$ cat src/rtl/matmul_pkg.sv
// Shared types and default widths for the matrix-multiply host sequencer.
package matmul_pkg;

  localparam int DEF_DATA_WIDTH  = 32;
  localparam int DEF_ADDR_WIDTH  = 10;
  localparam int DEF_MATRIX_SIZE = 1024;

  typedef enum logic [2:0] {
    LOAD_X,
    LOAD_Y,
    START,
    WAIT,
    DRAIN
  } host_io_state_t;

endpackage

$ cat src/rtl/matmul_out_fifo.sv
// Two-entry synchronous result FIFO; push and pop may occur in the same cycle.
module matmul_out_fifo #(
  parameter int DATA_WIDTH = 32
) (
  input  logic                  clk_i,
  input  logic                  rst_ni,
  input  logic                  push_i,
  input  logic [DATA_WIDTH-1:0] data_i,
  input  logic                  pop_i,
  output logic [DATA_WIDTH-1:0] data_o,
  output logic [1:0]            count_o
);

  logic [DATA_WIDTH-1:0] mem_q [2];
  logic                  wr_ptr_q, rd_ptr_q;
  logic [1:0]            count_q, count_d;
  logic                  do_push, do_pop;

  assign do_pop  = pop_i && (count_q != 2'd0);
  assign do_push = push_i && ((count_q != 2'd2) || do_pop);
  assign count_d = count_q + {1'b0, do_push} - {1'b0, do_pop};

  always_ff @(posedge clk_i) begin
    if (!rst_ni) begin
      mem_q[0] <= '0;
      mem_q[1] <= '0;
      wr_ptr_q <= 1'b0;
      rd_ptr_q <= 1'b0;
      count_q  <= 2'd0;
    end else begin
      if (do_push) begin
        mem_q[wr_ptr_q] <= data_i;
        wr_ptr_q        <= ~wr_ptr_q;
      end
      if (do_pop) rd_ptr_q <= ~rd_ptr_q;
      count_q <= count_d;
    end
  end

  assign data_o  = mem_q[rd_ptr_q];
  assign count_o = count_q;

endmodule

$ cat src/rtl/matmul_host_io.sv
// Host sequencer: streams X/Y into the engine BRAMs, pulses start, drains Z to the output stream.
// Optional cycle counter for the WAIT phase is enabled with MATMUL_HOST_IO_PERF_EN.
module matmul_host_io
  import matmul_pkg::*;
#(
  parameter int DATA_WIDTH  = DEF_DATA_WIDTH,
  parameter int ADDR_WIDTH  = DEF_ADDR_WIDTH,
  parameter int MATRIX_SIZE = DEF_MATRIX_SIZE
) (
  input  logic                  clock,
  input  logic                  reset,
  input  logic [DATA_WIDTH-1:0] in_data,
  input  logic                  in_valid,
  output logic                  in_ready,
  output logic [ADDR_WIDTH-1:0] x_addr,
  output logic [DATA_WIDTH-1:0] x_din,
  output logic                  x_wr_en,
  output logic [ADDR_WIDTH-1:0] y_addr,
  output logic [DATA_WIDTH-1:0] y_din,
  output logic                  y_wr_en,
  output logic                  start,
  input  logic                  done,
  output logic [ADDR_WIDTH-1:0] z_addr,
  input  logic [DATA_WIDTH-1:0] z_dout,
  output logic [DATA_WIDTH-1:0] out_data,
  output logic                  out_valid,
  input  logic                  out_ready,
  output logic                  busy
`ifdef MATMUL_HOST_IO_PERF_EN
  ,
  output logic [31:0]           perf_cycles
`endif
);

  localparam int            CW   = ADDR_WIDTH + 1;
  localparam logic [CW-1:0] MSZ  = CW'(MATRIX_SIZE);
  localparam logic [CW-1:0] LAST = CW'(MATRIX_SIZE - 1);

  host_io_state_t        state_q, state_d;
  logic [CW-1:0]         cnt_q, cnt_d;
  logic [CW-1:0]         pop_cnt_q, pop_cnt_d;
  logic                  inflight_q;
  logic                  ld_hs, rd_issue, pop;
  logic [1:0]            fifo_cnt;
  logic [2:0]            occ;
  logic [DATA_WIDTH-1:0] fifo_dout;

  matmul_out_fifo #(.DATA_WIDTH(DATA_WIDTH)) u_fifo (
    .clk_i   (clock),
    .rst_ni  (reset),
    .push_i  (inflight_q),
    .data_i  (z_dout),
    .pop_i   (pop),
    .data_o  (fifo_dout),
    .count_o (fifo_cnt)
  );

  // A same-cycle pop frees its slot, which keeps drain at one word per cycle.
  assign occ = {1'b0, fifo_cnt} + {2'b0, inflight_q} - {2'b0, pop};

  always_comb begin
    state_d   = state_q;
    cnt_d     = cnt_q;
    pop_cnt_d = pop_cnt_q;
    in_ready  = reset && (state_q == LOAD_X || state_q == LOAD_Y);
    ld_hs     = in_valid && in_ready;
    x_wr_en   = ld_hs && (state_q == LOAD_X);
    y_wr_en   = ld_hs && (state_q == LOAD_Y);
    x_addr    = x_wr_en ? cnt_q[ADDR_WIDTH-1:0] : '0;
    y_addr    = y_wr_en ? cnt_q[ADDR_WIDTH-1:0] : '0;
    x_din     = x_wr_en ? in_data : '0;
    y_din     = y_wr_en ? in_data : '0;
    start     = reset && (state_q == START);
    z_addr    = reset ? cnt_q[ADDR_WIDTH-1:0] : '0;
    out_valid = reset && (fifo_cnt != 2'd0);
    out_data  = reset ? fifo_dout : '0;
    pop       = out_valid && out_ready;
    busy      = reset && !(state_q == LOAD_X && cnt_q == '0);
    rd_issue  = reset && (state_q == DRAIN) && (cnt_q < MSZ) && (occ < 3'd2);

    case (state_q)
      LOAD_X, LOAD_Y: begin
        if (ld_hs) begin
          if (cnt_q == LAST) begin
            cnt_d   = '0;
            state_d = (state_q == LOAD_X) ? LOAD_Y : START;
          end else begin
            cnt_d = cnt_q + 1'b1;
          end
        end
      end
      START: state_d = WAIT;
      WAIT:  if (done) state_d = DRAIN;
      DRAIN: begin
        if (rd_issue) cnt_d = cnt_q + 1'b1;
        if (pop) begin
          if (pop_cnt_q == LAST) begin
            state_d   = LOAD_X;
            cnt_d     = '0;
            pop_cnt_d = '0;
          end else begin
            pop_cnt_d = pop_cnt_q + 1'b1;
          end
        end
      end
      default: state_d = LOAD_X;
    endcase
  end

  always_ff @(posedge clock) begin
    if (!reset) begin
      state_q    <= LOAD_X;
      cnt_q      <= '0;
      pop_cnt_q  <= '0;
      inflight_q <= 1'b0;
    end else begin
      state_q    <= state_d;
      cnt_q      <= cnt_d;
      pop_cnt_q  <= pop_cnt_d;
      inflight_q <= rd_issue;
    end
  end

`ifdef MATMUL_HOST_IO_PERF_EN
  logic [31:0] perf_q;

  always_ff @(posedge clock) begin
    if (!reset)                                  perf_q <= '0;
    else if (state_d == START && state_q != START) perf_q <= '0;
    else if (state_q == WAIT && perf_q != '1)    perf_q <= perf_q + 32'd1;
  end

  assign perf_cycles = reset ? perf_q : '0;
`endif

endmodule

$ cat config.mk
export PLATFORM = sky130hd
export DESIGN_NAME = matmul_host_io
export DESIGN_NICKNAME = d
export VERILOG_FILES = /design/src/rtl/matmul_pkg.sv /design/src/rtl/matmul_out_fifo.sv /design/src/rtl/matmul_host_io.sv
export SDC_FILE = /design/constraint.sdc
export NUM_CORES = 1
export LEC_CHECK = 0
export BUFFER_PORTS_ARGS = -buffer_cell sky130_fd_sc_hd__buf_4
export CORE_ASPECT_RATIO = 1.25
export CORE_UTILIZATION = 50
export DETAILED_ROUTE_END_ITERATION = 7
export GPL_ROUTABILITY_DRIVEN = 0
export PLACE_DENSITY = 0.83
export SYNTH_ARGS = -nofsm -noshare
export SYNTH_HDL_FRONTEND = slang
export SYNTH_SLANG_ARGS = --single-unit
$ cat constraint.sdc
create_clock -name clock -period 4.9 [get_ports clock]
set_clock_uncertainty 0.05 [all_clocks]
set_input_delay 0.49 -clock clock [delete_from_list [all_inputs] [get_ports clock]]
set_output_delay 0.49 -clock clock [all_outputs]
set_load 0.02 [all_outputs]
# Yosys cells after proc, flatten, opt, wreduce, memory -nomap -nowiden
# Memories as Yosys holds them, arrays and structs flattened. A register that Yosys moved wholly into a read port is not among the register bits.
# Cells that the tools add are included.
dict set report totals {
  mem_count 1
  in_bits 69
  mem_bits_rw 64
  ff_bits 30
  mem_bits_ro 0
  out_inout_bits 132
  elab_cells 85
  latch_bits 0
}
# memory words word_bits rd rd_ports_with_merged_regs write_ports line
set memory_table {}
lappend memory_table {u_fifo.mem_q 2 32 1 1 2 matmul_out_fifo.sv:14} ;# logic [DATA_WIDTH-1:0] mem_q [2];
dict set report op_classes {
  add_sub_neg 6
  n_div 0
  n_bitwise 2
  mux 29
  mul 0
  n_lt_le_gt_ge 2
  shifts 0
  n_reduce_logical 26
  n_eq_ne 12
}
# op count
set op_table {}
lappend op_table {{32-bit two-way mux} 4}
lappend op_table {{11-bit two-way mux} 6}
lappend op_table {{32-bit OR reduction} 1}
lappend op_table {{10-bit two-way mux} 3}
lappend op_table {{11-bit by 1-bit adder with 11-bit output (second input constant)} 2}
lappend op_table {{11-bit by 10-bit == test with 1-bit output (second input constant)} 2}
lappend op_table {{11-bit one-hot mux with 2 select lines} 1}
lappend op_table {{3-bit two-way mux} 5}
lappend op_table {{1-bit logical AND} 14}
lappend op_table {{3-bit one-hot mux with 4 select lines} 1}
lappend op_table {{11-bit logical NOT} 1}
lappend op_table {{11-bit less-than comparator (second input constant)} 1}
lappend op_table {{2-bit inequality test (second input constant)} 5}
lappend op_table {{1-bit two-way mux} 8}
lappend op_table {{3-bit by 2-bit == test with 1-bit output (second input constant)} 2}
lappend op_table {{5-bit AND reduction} 1}
lappend op_table {{2-bit AND reduction} 2}
lappend op_table {{2-bit nonzero test} 2}
lappend op_table {{2-bit by 1-bit adder with 3-bit output} 1}
lappend op_table {{3-bit by 1-bit == test with 1-bit output (second input constant)} 1}
lappend op_table {{3-bit == test (second input constant)} 1}
lappend op_table {{3-bit logical NOT} 1}
lappend op_table {{3-bit by 2-bit less-than comparator with 1-bit output (second input constant)} 1}
lappend op_table {{3-bit by 1-bit subtractor with 3-bit output} 1}
lappend op_table {{other kinds (8)} 10}

# Logic depth before layout (Yosys ltp)
dict set report depth {
  ltp_word 11
  mapped_depth 11
  depth_no_buf 10
}

# Cells and area by module
# From an unflattened synthesis, not the netlist that was laid out.
dict set report hier_totals {
  hier_cells 522
  area_unflattened_um2 5461.5
}
# module n_inst seq_area_each_um2 area_per_inst_um2 cells_each
set modules_own_cells {}
lappend modules_own_cells {matmul_out_fifo 1 2021.9 3085.5 194}
lappend modules_own_cells {matmul_host_io 1 520.5 2376.0 328}

# Worst setup path after synthesis
# OpenSTA, ideal clock, no wires.
dict set report synth_path {
  path_type {register to register}
  from {register u_fifo.count_q[1], in the netlist u_fifo.count_o[1]}
  to {memory u_fifo.mem_q[0][0] (enable)}
  setup_time_ns 0.466
  setup_slack_ns 1.237
  path_stages_with_launch 6
  t_required_ns 4.384
  t_arrival_ns 3.147
  n_path_buf 1
  period_less_slack_ns 3.663
  path_cell_list {dfxtp_1 > clkbuf_2 > o211ai_4 > nand3_1 > nand2_1 > o21ai_0}
}
# element line
set synth_rtl {}
lappend synth_rtl {{start: declaration} matmul_out_fifo.sv:16} ;# logic [1:0] count_q, count_d;
lappend synth_rtl {{start signal: assignment} matmul_out_fifo.sv:36} ;# count_q <= count_d;
lappend synth_rtl {{end: declaration} matmul_out_fifo.sv:14}

# Worst setup path after layout
dict set report layout_path {
  from {register u_fifo.count_q[1], in the netlist u_fifo.count_o[1]}
  to {register cnt_q[7]}
}
dict set report layout_between {
  elab_chain_cells 10
  word_cells_on_any_way 11
  cone_classes {add/sub (2); order compare (1); mux (4); reduce/logical (4)}
}
# element line
set layout_rtl {}
lappend layout_rtl {{parallel branches: the longest is 8 deep, another holds 2-bit by 1-bit adder with 3-bit output} -}
lappend layout_rtl {{11-bit two-way mux (*)} matmul_host_io.sv:96} ;# if (pop) begin
lappend layout_rtl {{11-bit one-hot mux with 2 select lines (*)} matmul_host_io.sv:81} ;# case (state_q)
lappend layout_rtl {{end signal: assignment} matmul_host_io.sv:118} ;# cnt_q <= cnt_d;
lappend layout_rtl {{end: declaration} matmul_host_io.sv:40} ;# logic [CW-1:0] cnt_q, cnt_d;
# Mark *: on every way between the ends.
# A chain may end at the register's enable or synchronous reset.

==> results.md <==
- Synthesis Warnings: 0
- CP delay by family, top: compound AO/OA/AOI/OAI gates
- Unrepaired setup endpoints after global routing: no
- DR pass1 iterations: 5
- Core Box Area: 10,200 sq um
- Final hold slack: 0.381 ns
- Vias/cell: 5.22
- Post-Place Worst Slack: 1.80 ns
- Iteration-0 DRC count of the detailed router: 194
- CP Data Arrival Time: 3.36 ns
- Synth Flop Type: edfxtp_1
- Critical path buffers and inverters: 1
- Tot GR Track Use: 23.0%
- Reg2Reg Depth: 10
- CP max stage cell: fa_1
- Area grow syn2layout: 36.0%
- Post-layout minimum cycle time: 3.14 ns
- Max Clk Rate: 0.318 GHz
- Worst setup SP type: flip-flop
- Final nets: 773
- Critical path depth: 10
- Synth Instances: 511
- DP Wirelength: 9070 microns
- Vias in the first global route: 4,099
- Share of post-route cells with drive strength above 1: 33.1%
- I/O Buffers: 200
- Slew @ Worst Pin: 1.05 ns
- Peak supply drop: 247 uV
- Hold depth: 2
- Pins over their slew limit: 0
- CTS tree: built
- Global-route wire length before repair: 19,100 microns
- Chip Width: 93.5 microns
- Post-Route Setup TNS: 0 ns
- Leakage power: 0.00306 uW
- Crit-path cells: o211ai_4, inv_1, ha_1, nand2b_1, fa_1, nand3b_1, o31ai_1, nand3b_1, or3_1, a21oi_1
- Req. time, crit path: 5.12 ns
- Largest net degree at the start of global routing: 65
- Post-synth EDFFs: 64
- Clk_lat worst skew: 0.34 ns
- Num CTS Buffers: 9
- Die footprint: 10,900 sq um
- Die Ht: 116 microns
- Via count: 4,336
- Post-synthesis sequential area ratio: 48.6%
- Post-synthesis cell area: 5240 sq um
- Fin crit share: 64.2%
- Setup violators final: 0
- Top cell by count, worst path: nand3b_1
- WL final: 12,700 microns
- Root Buffer: clkbuf_16
- Post CTS Setup Buffer Count: 0
- DR WL/cell: 15.3 microns
- Post-synthesis cell type count: 53
- Syn_nets: 587
- # DRC: 0
- Ant diodes: 0
- Max-Cap Viols: 0
- CTS Buffer Depth: 2
- CP Max Fanout: 9
- Ports: 201
- Number of synthesized register bits: 95
- Final WS setup: 1.76 ns
- DP Area: 6810 sq um
- Power Density: 254 nW/um^2
- Cts hold-fix bufs: 0
- Setup crit end kind: flip-flop
- Initial antenna violation count: 0
- Final hold vios: 0
- Grt total ovfl: 0
- Max_slew headroom: 29.8%
- Clk sinks: 95
- Worst-path clk slew: 0.06 ns
- Finished Cell Area: 7120 sq um
- Async S/R FF share, synth: 0%
- Site Rows: 41
- Initial core utilization: 51.5%
- Syn_area_per_cell: 10.2 sq um
- Critical path type: flip-flop to flip-flop
- Post-DRT Antenna Nets: 0
- H-tree levels: 3
- Post_cts resized: 0
- Max incr delay on CP: 0.48 ns
- Min-delay worst type: input port to flip-flop
- Status: completed
## synth_stat cells (6+ instances only)
cell      number  share of area [%]
nor2b_1       35                4.2
ha_1           6                1.4
xor2_1         6                1.0
clkbuf_1      23                1.6
o21ai_0        6               0.57
mux2i_1       32                6.1
inv_1         12               0.86
dfxtp_1       31                 12
edfxtp_1      64                 37
a21oi_1        7               0.67
nor2_1        22                1.6
nand2_1       20                1.4
and2_1       155                 19
nor3_1        12                1.1
nand3_1       10               0.96
xnor2_1        8                1.3
## final timing paths
kind / slack [ns] / endpoint / from
setup / recovery: 1.76 / cnt_q[7]$_SDFFE_PN0P_ / u_fifo.count_o[1]$_SDFF_PN0_
hold / removal: 0.38 / u_fifo.mem_q[0][24]$_SDFFCE_PN0P_ / z_dout[24]
setup reg to reg: 1.76 / cnt_q[7]$_SDFFE_PN0P_ / u_fifo.count_o[1]$_SDFF_PN0_
hold reg to reg: 0.40 / pop_cnt_q[10]$_SDFFE_PN0P_ / pop_cnt_q[10]$_SDFFE_PN0P_
## flip-flops by register name (all words and copies together), names as in the netlist, named ones only
register,cells
u_fifo.count_o,2
u_fifo.mem_q,64
u_fifo.wr_ptr_q,1
inflight_q,1
u_fifo.rd_ptr_q,1
pop_cnt_q,11
state_q,3
cnt_q,11
## power breakdown
group	total, uW	internal (uW)	leakage, uW	switching (uW)
logic	189	89.6	0.00204	99.4
registers	889	879	0.000875	9.73
clock network	730	443	0.000146	287
## cells in the final DEF, fill, tap and decap left out, types with 2 or more instances in the layout
master,count
nand3_1,10
a31oi_1,2
xor2_1,6
nor3_1,12
nand2b_1,2
nor3b_1,3
a21oi_1,7
inv_1,12
nor2_1,22
o21a_1,3
nor2b_1,35
buf_4,206
ha_1,6
and3_1,3
nand4_1,5
o211ai_1,2
dfxtp_1,30
and2_1,155
nor4_1,2
edfxtp_1,64
o21ai_0,5
clkbuf_16,9
or3_1,2
a311oi_1,2
mux2i_1,32
xnor2_1,8
bufinv_16,2
nand3b_1,4
nand2_1,20
## layer usage
metal	global-route usage, %	wire length [microns]	vias up
met3	4.36	985	19
met4	9.74	233	0
li1	-	-	2094
met2	44.4	7030	202
met1	24.1	4450	2021
met5	0	0	-
## area by class of cell
type	count	area, sq um
multi-input cells	373	2510
well taps	129	161
inverters	12	45.0
clock inverters	6	85.1
clock buffers	9	225
repair buffers	206	1550
flip-flops and latches	95	2540
fillers	716	3040
## kinds of logic after synthesis
group | share of synthesized area (%)
simple gates | 32.0
flops | 48.6
buf+inv | 3.78
compound gates | 5.35
mux | 6.12
xor+xnor | 2.34
fa+ha+maj | 1.82
## through the flow
| stage | cells | total power, uW | utilization, % |
|---|---|---|---|
| floorplan | 511 | 992 | - |
| global placement | 815 | 1090 | 67.0 |
| detailed placement | 815 | 1100 | 67.0 |
| CTS | 830 | 1810 | 70.1 |
| global route | 830 | 1850 | 70.1 |
| finish | 830 | 1810 | 70.1 |
(Power assumes the default switching activity.)
